==> src/rtl/camera_tx.sv <==
// camera_tx: OV-style camera timing generator (Pclk/Vsync/Href/Imagen) with test patterns
module camera_tx #(
  parameter int H_ACT       = 640,
  parameter int H_BLANK     = 144,
  parameter int VSYNC_LINES = 3,
  parameter int VBP_LINES   = 17,
  parameter int V_ACT       = 480,
  parameter int VFP_LINES   = 10
) (
  input  logic       clk,
  input  logic       Reset,
  input  logic       en,
  input  logic       PWDN,
  input  logic [1:0] pat,
  output logic       Pclk,
  output logic       Vsync,
  output logic       Href,
  output logic [7:0] Imagen,
  output logic       frame_done
);
  localparam logic [10:0] HLAST = 11'(2*H_ACT+H_BLANK-1);
  localparam logic [10:0] HACT2 = 11'(2*H_ACT);
  localparam logic [9:0]  L_VS  = 10'(VSYNC_LINES-1);
  localparam logic [9:0]  L_VBP = 10'(VBP_LINES-1);
  localparam logic [9:0]  L_ACT = 10'(V_ACT-1);
  localparam logic [9:0]  L_VFP = 10'(VFP_LINES-1);

  typedef enum logic [2:0] {IDLE, VSYNC, VBP, ACTIVE, VFP} state_t;
  state_t      state, state_n;
  logic [10:0] h, h_n;
  logic [9:0]  l, l_n, llast;
  logic [1:0]  p, p_n;
  logic        tick, eol, eos, done_n, href_n;
  logic [7:0]  pix;

  // tick marks the clk edge where Pclk falls; all timing advances only there
  always_comb begin
    tick = Pclk;
    eol = tick && h == HLAST;
    llast = state == VSYNC ? L_VS : state == VBP ? L_VBP : state == ACTIVE ? L_ACT : L_VFP;
    eos = eol && l == llast;
    done_n = eos && state == VFP;
    state_n = state;
    h_n = h;
    l_n = l;
    p_n = p;
    if (state == IDLE) begin
      if (en) begin
        state_n = VSYNC;
        h_n = '0;
        l_n = '0;
        p_n = pat;
      end
    end else if (tick) begin
      h_n = eol ? '0 : h + 11'd1;
      if (eol) begin
        l_n = eos ? '0 : l + 10'd1;
        p_n = pat;
      end
      if (eos)
        case (state)
          VSYNC:   state_n = VBP;
          VBP:     state_n = ACTIVE;
          ACTIVE:  state_n = VFP;
          default: state_n = en ? VSYNC : IDLE;
        endcase
    end
    href_n = state_n == ACTIVE && h_n < HACT2;
    pix = p_n == 2'd0 ? h_n[7:0] : p_n == 2'd1 ? (h_n[0] ? 8'h55 : 8'hAA) : p_n == 2'd2 ? l_n[7:0] : 8'h00;
  end

  always_ff @(posedge clk)
    if (!Reset || PWDN) begin
      state <= IDLE;
      h <= '0;
      l <= '0;
      p <= '0;
      Pclk <= 1'b0;
      Vsync <= 1'b0;
      Href <= 1'b0;
      Imagen <= 8'h00;
      frame_done <= 1'b0;
    end else begin
      state <= state_n;
      h <= h_n;
      l <= l_n;
      p <= p_n;
      Pclk <= (state != IDLE && state_n != IDLE) ? ~Pclk : 1'b0;
      Vsync <= state_n == VSYNC;
      Href <= href_n;
      Imagen <= href_n ? pix : 8'h00;
      frame_done <= done_n;
    end
endmodule
==> config.mk <==
export PLATFORM = sky130hd
export DESIGN_NAME = camera_tx
export DESIGN_NICKNAME = d
export VERILOG_FILES = /design/src/rtl/camera_tx.sv
export SDC_FILE = /design/constraint.sdc
export NUM_CORES = 1
export LEC_CHECK = 0
export CORE_MARGIN = 2
export CORE_UTILIZATION = 33
export CTS_BUF_LIST = sky130_fd_sc_hd__clkbuf_4 sky130_fd_sc_hd__clkbuf_8 sky130_fd_sc_hd__clkbuf_16
export CTS_CLUSTER_SIZE = 30
export DETAILED_ROUTE_END_ITERATION = 8
export HOLD_SLACK_MARGIN = 0.08
export SLEW_MARGIN = 5
export SYNTH_ARGS = -nofsm -noshare
export SYNTH_HDL_FRONTEND = slang
export SYNTH_SLANG_ARGS = --single-unit
export TNS_END_PERCENT = 20
==> constraint.sdc <==
create_clock -name clk -period 2.4 [get_ports clk]
set_input_delay 0.36 -clock clk [delete_from_list [all_inputs] [get_ports clk]]
set_output_delay 0.36 -clock clk [all_outputs]
set_load 0.01 [all_outputs]
Word level (Yosys, flattened, before mapping)
Cells that the tools add are included.
Widths: inputs -> output; s select.
{"block": "classes", "order_cmp": 1, "mul": 0, "n_shift": 0, "n_addsub": 2, "n_mux": 26, "bitwise": 3, "n_eq_ne": 11, "div": 0, "reduce_logical": 16}
{"op": "$mux 10", "count": 5}
{"op": "$mux 11", "count": 4}
{"op": "$mux 8", "count": 4}
{"op": "$mux 9", "count": 3}
{"op": "$mux 3", "count": 4}
{"op": "$add 11x1->11 const B", "count": 1}
{"op": "$eq 11x11->1 const B", "count": 1}
{"op": "$lt 11x11->1 const B", "count": 1}
{"op": "$add 10x1->10 const B", "count": 1}
{"op": "$eq 10x9->1", "count": 1}
{"op": "$eq 3x2->1 const B", "count": 3}
{"op": "$pmux 3 s3", "count": 1}
{"op": "$mux 2", "count": 4}
{"op": "$eq 3x1->1 const B", "count": 2}
{"op": "$reduce_bool 3->1", "count": 2}
{"op": "$logic_and 1x1->1", "count": 5}
{"op": "$reduce_bool 2->1", "count": 2}
{"op": "$reduce_or 2->1", "count": 2}
{"op": "$eq 3x3->1 const B", "count": 1}
{"op": "$logic_not 3->1", "count": 1}
{"op": "$not 1->1", "count": 3}
{"op": "$reduce_and 3->1", "count": 1}
{"op": "$eq 2x1->1 const B", "count": 1}
{"op": "$eq 2x2->1 const B", "count": 1}
{"op": "5 further kinds", "count": 5}
{"block": "word_totals", "romBits": 0, "n_memories": 0, "output_inout_bits": 12, "ff_bits": 38, "ram_bits": 0, "latch_bits": 0}

Longest topological paths before layout
Gate-level depths: netlist (run 1).
{"block": "depth", "word_depth": 13, "mapped_depth": 10}

Worst setup path before layout (run 1)
No wires, ideal clock.
{"block": "synth_timing", "path_type": "register -> register", "start": "reg h[0]", "end": "reg Imagen[6]", "stages_incl_launch_ff": 10, "period_less_slack_ns": 2.434, "t_required_ns": 2.326, "slack_ns": -0.034, "arrival_ns": 2.360, "path_cell_list": "dfxtp_1 ha_1 and4_1 buf_2 nand3_2 o21ai_2 mux2i_1 nand2b_1 or4_1 a31oi_1"}
{"block": "synth_via", "elab_chain_cells": 10, "elab_cells_between_ends": 30, "cone_classes": "1 x add/sub; 1 x order compare; 4 x eq/ne; 18 x mux; 1 x bitwise; 5 x reduce/logical"}
{"item": "from (decl)", "line_no": "30", "rtl": "logic [10:0] h, h_n;"}
{"item": "from (signal assigned)", "line_no": "85", "rtl": "h <= h_n;"}
{"item": "branches (longest 10 deep; another with $add 11x1->11)"}
{"item": "to (signal assigned)", "line_no": "91", "rtl": "Imagen <= href_n ? pix : 8'h00;"}
{"item": "to (decl)", "line_no": "18", "rtl": "output logic [7:0] Imagen,"}
Several ways; the timed one is not identified. The select of a mux whose other input is x is not followed.
A chain may end at the register's enable or synchronous reset.

Final worst setup path (run 1)
{"block": "layout_timing", "start": "reg l[8]", "end": "reg Imagen[2]"}
{"block": "layout_via", "elab_chain_cells": 9, "elab_cells_between_ends": 16, "cone_classes": "2 x eq/ne; 10 x mux; 1 x bitwise; 3 x reduce/logical"}
{"item": "from (decl)", "line_no": "31", "rtl": "logic [9:0] l, l_n, llast;"}
{"item": "from (signal assigned)", "line_no": "86", "rtl": "l <= l_n;"}
{"item": "$eq 10x9->1 (*)", "line_no": "41", "rtl": "eos = eol && l == llast;"}
{"item": "$logic_and 1x1->1 (*)", "line_no": "41"}
{"item": "$mux 10 / $mux 3 (equally long branches)", "line_no": "57, 60"}
{"item": "$mux 10 / $mux 3 (equally long branches)", "line_no": "56, 54"}
{"item": "$mux 10 / $mux 3 (equally long branches)", "line_no": "54, 47"}
{"item": "$mux 10 / $eq 3x2->1 (equally long branches)", "line_no": "47, 68"}
{"item": "$mux 8 / $logic_and 1x1->1 (equally long branches)", "line_no": "69, 68"}
{"item": "$mux 8 / $not 1->1 (equally long branches)"}
{"item": "$mux 8 / $reduce_or 2->1 (equally long branches)"}
Every way passes the cells marked *; elsewhere a longest branch is shown, timed or not. The select of a mux whose other input is x is not followed.

==> reports/qor.json, run 1 <==
{
  "status": {"value": "finished clean"},
  "routed_via_density": {"value": 5.556},
  "gp_congestion": {"value": 0.9287},
  "max_cap_viol_count": {"value": 0},
  "pwr_density_cell": {"value": 431.7, "unit": "nW/µm²"},
  "setup-tns-final": {"value": 0, "unit": "ns"},
  "clock_path_buffers": {"value": 2},
  "finalWirelength": {"value": 6.970, "unit": "mm"},
  "drtIter0Drc": {"value": 226},
  "tritoncts_clock_tree": {"value": "built"},
  "power.leakage": {"value": 0.001162, "unit": "µW"},
  "wl_per_cell": {"value": 15.95, "unit": "µm"},
  "clock_latency": {"value": 0.30, "unit": "ns"},
  "grt_pass1_wl": {"value": 11.16, "unit": "mm"},
  "grt_util_all_layers": {"value": 18.61, "unit": "%"},
  "peakVddDrop": {"value": 0.2699, "unit": "mV"},
  "type_of_the_setup_path_with_the_least_slack": {"value": "reg2reg"},
  "unrepaired_setup_endpoints_after_global_routing": {"value": "true"},
  "crit_path_max_fanout": {"value": 9},
  "power.share.clock": {"value": 41.7, "unit": "%"},
  "drc_errors": {"value": 0},
  "share_of_post_route_cells_with_drive_strength_above_1": {"value": 28.15, "unit": "%"},
  "max_slew_margin_vs_limit": {"value": 69.20, "unit": "%"},
  "fillCellCount": {"value": 675},
  "detail-route-antenna-nets": {"value": 0},
  "power_frac_seq": {"value": 46.7, "unit": "%"},
  "power.switching_fraction": {"value": 25.42, "unit": "%"},
  "synth_fp_nets": {"value": 290},
  "cell_area_placed": {"value": 2904, "unit": "µm²"},
  "post_synth.cell_area_avg": {"value": 8.204, "unit": "µm²"},
  "fp.dieArea": {"value": 7697, "unit": "µm²"},
  "ys_async_sr_fraction": {"value": 0, "unit": "%"},
  "final-setup-viol-count": {"value": 0},
  "design_area": {"value": 3152, "unit": "µm²"},
  "worst_setup_hold_path_clk_slew": {"value": 0.09, "unit": "ns"},
  "hold_viol_final": {"value": 0},
  "iteration_count_of_the_initial_detailed_routing_pass": {"value": 4},
  "area.growth.synth_to_final": {"value": 36.24, "unit": "%"},
  "synth_sequential_area_ratio": {"value": 32.88, "unit": "%"},
  "slew_violations": {"value": 0},
  "fin_crit": {"value": 2.338, "unit": "ns"},
  "combinationalPowerShare": {"value": 11.6, "unit": "%"},
  "finalHoldWorstSlack": {"value": 0.5176, "unit": "ns"},
  "cts_buffers": {"value": 5},
  "die_y": {"value": 87.73, "unit": "µm"},
  "number_of_antenna_diodes": {"value": 0},
  "initial_utilization": {"value": 34.05, "unit": "%"},
  "crit_path_start_kind": {"value": "register"},
  "switching_power": {"value": 345.9, "unit": "µW"},
  "h-tree-depth": {"value": 2},
  "ys_ff_latch": {"value": 38},
  "hold_path.class": {"value": "reg2reg"},
  "regToRegSetupSlack": {"value": 0.06, "unit": "ns"},
  "worst_path_required_time": {"value": 2.62, "unit": "ns"},
  "setup.worst_path.start": {"value": "l[8]"},
  "grt_antenna_before_repair": {"value": 0},
  "dominantRegCellSynth": {"value": "sky130_fd_sc_hd__dfxtp_1"},
  "highest_clock_rate": {"value": 427.8, "unit": "MHz"},
  "hold-path-endpoint": {"value": "Pclk"},
  "dr_total_vias": {"value": 2428},
  "tightestPinTransition": {"value": 0.4581, "unit": "ns"},
  "floorplan.io_pins": {"value": 18},
  "final_nets": {"value": 348},
  "min_from": {"value": "Pclk"},
  "clock_sinks": {"value": 38},
  "core_area": {"value": 6794, "unit": "µm²"},
  "clockRootBuffer": {"value": "sky130_fd_sc_hd__clkbuf_8"},
  "finalCritPeriodShare": {"value": 97.40, "unit": "%"},
  "yosysWarningCount": {"value": 0},
  "synth_top_cells_by_area": {"value": "sky130_fd_sc_hd__dfxtp_1, sky130_fd_sc_hd__nor2_1, sky130_fd_sc_hd__a21oi_1, sky130_fd_sc_hd__o21ai_0, sky130_fd_sc_hd__nand2_1"},
  "floorplan.rows": {"value": 30},
  "netlist_instances": {"value": 282},
  "regToRegEndpoint": {"value": "Imagen[2]"},
  "hpwl": {"value": 5.125, "unit": "mm"},
  "worst_r2r_src": {"value": "l[8]"},
  "syn-cell-area": {"value": 2313, "unit": "µm²"},
  "synth_top_cell_area_share": {"value": 32.88, "unit": "%"},
  "worst_r2r_path_depth": {"value": 7},
  "holdPathStages": {"value": 1},
  "largest_net_degree_at_the_start_of_global_routing": {"value": 21},
  "end_kind": {"value": "register"},
  "synth_cell_type_count": {"value": 65},
  "internal_power": {"value": 1015, "unit": "µW"},
  "number_of_flops_mapped_to_enable_cells_by_yosys": {"value": 0},
  "synth_area_leader_cell": {"value": "sky130_fd_sc_hd__dfxtp_1"},
  "skew": {"value": 0.01116, "unit": "ns"},
  "port_buffers": {"value": 17},
  "vias_in_the_first_global_route": {"value": 2271},
  "die_x": {"value": 87.73, "unit": "µm"},
  "grt.overflow.total": {"value": 0},
  "worstPathArrival": {"value": 2.56, "unit": "ns"}
}
## final cells by class
type                       instances  area, µm²  share of cell area (%)
clock buffer                       5      68.82                   2.183
sequential                        38      763.2                   24.22
inverter                           8      30.03                  0.9528
timing repair buffer              66      554.3                   17.59
tap                               96      120.1                   3.811
multi-input combinational        221       1570                   49.82
clock inverter                     3      45.04                   1.429
## state kept, by name, indices dropped and copies added, names as in the netlist
name	count
Href	1
Imagen	8
Pclk	1
Vsync	1
frame_done	1
h	11
l	10
p	2
state	3
## logic make-up after synthesis
| kind of cell | count (synthesis) | synth area share [%] |
|---|---|---|
| buffers and inverters | 23 | 4.435 |
| muxes | 6 | 3.245 |
| AOI/OAI and AO/OA | 76 | 24.34 |
| and+or+nand+nor | 133 | 32.18 |
| DFF | 38 | 32.88 |
| adders and majority gates | 2 | 1.081 |
| xor gates and xnor gates | 4 | 1.839 |
## worst max-delay path: stages, from the launching register on
cell                       delay (ns)
sky130_fd_sc_hd__dfxtp_1         0.32
sky130_fd_sc_hd__or4_4           0.54
sky130_fd_sc_hd__mux2i_4         0.19
sky130_fd_sc_hd__o211ai_4        0.16
sky130_fd_sc_hd__o41ai_2         0.38
sky130_fd_sc_hd__a211oi_2        0.14
sky130_fd_sc_hd__a211o_4         0.34
sky130_fd_sc_hd__a311oi_2        0.19
## synthesized netlist by cell type, types with 2 or more instances
library cell / number
sky130_fd_sc_hd__nand2b_1: 6
sky130_fd_sc_hd__nand4_1: 8
sky130_fd_sc_hd__a31oi_1: 5
sky130_fd_sc_hd__nor2b_1: 3
sky130_fd_sc_hd__a22o_1: 2
sky130_fd_sc_hd__and4_1: 3
sky130_fd_sc_hd__a311oi_1: 2
sky130_fd_sc_hd__xnor2_1: 2
sky130_fd_sc_hd__inv_1: 8
sky130_fd_sc_hd__nor4_1: 6
sky130_fd_sc_hd__nand3b_1: 3
sky130_fd_sc_hd__o21ai_0: 17
sky130_fd_sc_hd__dfxtp_1: 38
sky130_fd_sc_hd__mux2i_1: 3
sky130_fd_sc_hd__nor3b_1: 3
sky130_fd_sc_hd__buf_2: 7
sky130_fd_sc_hd__nor2_1: 35
sky130_fd_sc_hd__o31ai_1: 4
sky130_fd_sc_hd__a211oi_2: 2
sky130_fd_sc_hd__ha_1: 2
sky130_fd_sc_hd__nor3_1: 6
sky130_fd_sc_hd__nand3_1: 5
sky130_fd_sc_hd__or3_1: 10
sky130_fd_sc_hd__a21boi_0: 2
sky130_fd_sc_hd__a211o_1: 2
sky130_fd_sc_hd__a22oi_1: 2
sky130_fd_sc_hd__nand2_1: 19
sky130_fd_sc_hd__or4_1: 2
sky130_fd_sc_hd__and3_1: 4
sky130_fd_sc_hd__and3b_1: 3
sky130_fd_sc_hd__a221oi_1: 2
sky130_fd_sc_hd__and2_1: 9
sky130_fd_sc_hd__clkbuf_1: 7
sky130_fd_sc_hd__a21oi_1: 17
sky130_fd_sc_hd__a211oi_1: 2
sky130_fd_sc_hd__mux2_2: 2
## power groups by stage
stage / registers, µW / logic, µW / clock network (µW)
2_1_floorplan: 651 / 77.2 / 0
3_3_place_gp: 651 / 141 / 0
3_5_place_dp: 650 / 142 / 0
4_1_cts: 636 / 148 / 580
5_1_grt: 636 / 170 / 604
6_report: 636 / 158 / 567
## routing by layer
metal  global-route usage (%)  share of wire (%)  vias up  routed length (µm)
li1                         -                  -     1159                   -
met1                    25.52                 46     1170                3207
met2                    30.03                 47       89                3253
met3                    3.864                6.1       10                 427
met4                    4.476                1.2        0                  82
met5                        0                  0        -                   0
## placed cells by master, fill, tap and decap left out, types with 6 or more instances in the layout
cell,n
sky130_fd_sc_hd__clkdlybuf4s50_1,17
sky130_fd_sc_hd__buf_4,47
sky130_fd_sc_hd__dfxtp_1,36
sky130_fd_sc_hd__or3_1,10
sky130_fd_sc_hd__nor2_1,34
sky130_fd_sc_hd__inv_1,8
sky130_fd_sc_hd__a21oi_1,17
sky130_fd_sc_hd__and2_1,8
sky130_fd_sc_hd__nand2_1,18
sky130_fd_sc_hd__o21ai_0,16
sky130_fd_sc_hd__nand2b_1,6
sky130_fd_sc_hd__nand4_1,8
## how the worst max path moves through the flow
| stage | to |
|---|---|
| 3_5_place_dp | Imagen[2] |
| 6_report | Imagen[2] |
| 5_1_grt | Imagen[2] |
| 4_1_cts | Imagen[2] |
| 2_1_floorplan | Imagen[6] |
| 3_3_place_gp | Imagen[2] |
## per-stage QoR
stage                     cells  setup slack [ns]  power (µW)  util, %
after floorplan             282           0.01342       727.9        -
after global placement      427           -0.1111       791.1    42.74
after detailed placement    427           -0.1227       792.6    42.74
after CTS                   437          0.001626        1364    45.05
after global routing        437          -0.01757        1410    46.39
final                       437           0.06250        1361    46.39
## what timing repair did
item	CTS	global route
resized for setup	5	24
setup endpoints to repair	8	11
buffers inserted	2	0
pin swaps	1	5
hold buffers	0	0
No activity file was read; power rests on OpenSTA's default activity.
==> run 2, diff against run 1 <==
--- a/config.mk
+++ b/config.mk
@@ -5,6 +5,7 @@
 export SDC_FILE = /design/constraint.sdc
 export NUM_CORES = 1
 export LEC_CHECK = 0
+export CORE_ASPECT_RATIO = 1.5
 export CORE_MARGIN = 2
 export CORE_UTILIZATION = 33
 export CTS_BUF_LIST = sky130_fd_sc_hd__clkbuf_4 sky130_fd_sc_hd__clkbuf_8 sky130_fd_sc_hd__clkbuf_16
==> reports/qor.json, run 2 (synthesis results as in run 1) <==
{
  "crit_path_max_fanout": {"value": 9},
  "drc_errors": {"value": 0},
  "dr_total_vias": {"value": 2381},
  "fin_crit": {"value": 2.337, "unit": "ns"},
  "placed_cells": {"value": 412},
  "max_slew_margin_vs_limit": {"value": 59.16, "unit": "%"},
  "end_kind": {"value": "register"},
  "floorplan.rows": {"value": 37},
  "final-setup-viol-count": {"value": 0},
  "reg.largest.list": {"value": "h: 11 flops, l: 10 flops, Imagen: 8 flops"},
  "finalWirelength": {"value": 6.977, "unit": "mm"},
  "grt_pass1_wl": {"value": 11.48, "unit": "mm"},
  "largest_net_degree_at_the_start_of_global_routing": {"value": 21},
  "h-tree-depth": {"value": 2},
  "iteration_count_of_the_initial_detailed_routing_pass": {"value": 4},
  "max_flop_register": {"value": "h"},
  "slew_violations": {"value": 0},
  "area.growth.synth_to_final": {"value": 34.29, "unit": "%"},
  "floorplan.io_pins": {"value": 18},
  "worstPathArrival": {"value": 2.51, "unit": "ns"},
  "layout.cells.most_common": {"value": "sky130_fd_sc_hd__buf_4"},
  "max_cap_viol_count": {"value": 0},
  "die_y": {"value": 106.5, "unit": "µm"},
  "vias_in_the_first_global_route": {"value": 2424},
  "pwr_density_cell": {"value": 391.7, "unit": "nW/µm²"},
  "grt_antenna_before_repair": {"value": 0},
  "die_x": {"value": 72.37, "unit": "µm"},
  "peakVddDrop": {"value": 0.2251, "unit": "mV"},
  "place_ws": {"value": -0.03575, "unit": "ns"},
  "highest_clock_rate": {"value": 427.8, "unit": "MHz"},
  "hold_path.class": {"value": "reg2reg"},
  "final_nets": {"value": 353},
  "fillCellCount": {"value": 672},
  "post_layout_nonfiller_instances": {"value": 423},
  "final_cell_mix": {"value": "sky130_fd_sc_hd__buf_4, sky130_fd_sc_hd__dfxtp_1, sky130_fd_sc_hd__nor2_1, sky130_fd_sc_hd__nand2_1, sky130_fd_sc_hd__clkdlybuf4s50_1"},
  "drtIter0Drc": {"value": 82},
  "clock_path_buffers": {"value": 2},
  "grt.overflow.total": {"value": 0},
  "tightestPinTransition": {"value": 0.6074, "unit": "ns"},
  "cts_buffers": {"value": 5},
  "port_buffers": {"value": 17},
  "clock_sinks": {"value": 38},
  "finalCritPeriodShare": {"value": 97.39, "unit": "%"},
  "grt_util_all_layers": {"value": 18.98, "unit": "%"},
  "gp_congestion": {"value": 0.8547},
  "hpwl": {"value": 5.227, "unit": "mm"},
  "hold_viol_final": {"value": 0},
  "tritoncts_clock_tree": {"value": "built"},
  "max_ffs_per_register": {"value": 11},
  "detail-route-antenna-nets": {"value": 0},
  "routed_via_density": {"value": 5.629},
  "skew": {"value": 0.01264, "unit": "ns"},
  "core_area": {"value": 6805, "unit": "µm²"},
  "wl_per_cell": {"value": 16.49, "unit": "µm"},
  "type_of_the_setup_path_with_the_least_slack": {"value": "reg2reg"},
  "status": {"value": "finished clean"},
  "finalHoldWorstSlack": {"value": 0.5203, "unit": "ns"},
  "share_of_post_route_cells_with_drive_strength_above_1": {"value": 28.12, "unit": "%"},
  "setup-tns-final": {"value": 0, "unit": "ns"},
  "crit_path_start_kind": {"value": "register"},
  "clock_latency": {"value": 0.30, "unit": "ns"},
  "cell_area_placed": {"value": 2904, "unit": "µm²"},
  "unrepaired_setup_endpoints_after_global_routing": {"value": "true"},
  "setup_slack": {"value": 0.06254, "unit": "ns"},
  "initial_utilization": {"value": 34.00, "unit": "%"},
  "fp.dieArea": {"value": 7710, "unit": "µm²"},
  "number_of_antenna_diodes": {"value": 0},
  "clockRootBuffer": {"value": "sky130_fd_sc_hd__clkbuf_8"},
  "worst_setup_hold_path_clk_slew": {"value": 0.08, "unit": "ns"},
  "design_area": {"value": 3107, "unit": "µm²"},
  "power.leakage": {"value": 0.001166, "unit": "µW"},
  "worst_path_required_time": {"value": 2.57, "unit": "ns"}
}
[run 2: cell type report]
class	instances	area (µm²)	share of cell area, %
tap	78	97.59	3.141
timing repair buffer	71	588.1	18.93
clock buffer	5	68.82	2.215
inverter	8	30.03	0.9666
sequential	38	764.5	24.61
multi-input combinational	221	1548	49.82
clock inverter	2	10.01	0.3222
[run 2: worst paths after layout]
path	startpoint	to	slack [ns]	cells past startpoint
worst max register to register	l[8]	Imagen[3]	0.06	8
worst max-delay path	l[8]	Imagen[3]	0.06	8
worst min-delay path	l[9]	l[9]	0.52	2
worst min register to register	l[9]	l[9]	0.52	2
[run 2: critical path, cell delays in order (launching register included)]
cell,delay (ns)
sky130_fd_sc_hd__dfxtp_1,0.32
sky130_fd_sc_hd__or4_4,0.54
sky130_fd_sc_hd__mux2i_4,0.20
sky130_fd_sc_hd__o211ai_4,0.17
sky130_fd_sc_hd__o41a_1,0.42
sky130_fd_sc_hd__a31oi_2,0.20
sky130_fd_sc_hd__a211o_1,0.18
sky130_fd_sc_hd__buf_12,0.14
sky130_fd_sc_hd__a31oi_1,0.04
[run 2: metrics by stage]
step | total power [µW] | util, %
after CTS | 1223 | 44.00
after floorplan | 727.9 | -
final | 1217 | 45.65
after detailed placement | 793.3 | 42.67
after global routing | 1266 | 45.65
after global placement | 793.2 | 42.67
[run 2: what timing repair did]
item                                    in CTS  in global routing
pin swaps                                    0                  7
resized for setup                            2                 22
hold buffers                                 0                  0
buffers inserted                             0                  4
endpoints found under the setup margin       2                 13
[run 2: metal layers]
layer  part of all wire, %  track usage, %
met1                    41           21.45
met2                    53           32.63
met3                   2.4           3.223
met4                   3.8           11.05
met5                     0               0
[run 2: power by group]
group / internal (µW) / switching (µW) / leakage, µW / total [µW]
combinational: 71.1 / 84.4 / 0.000815 / 156
clock: 195 / 230 / 0.0000438 / 425
sequential: 633 / 2.87 / 0.000308 / 636
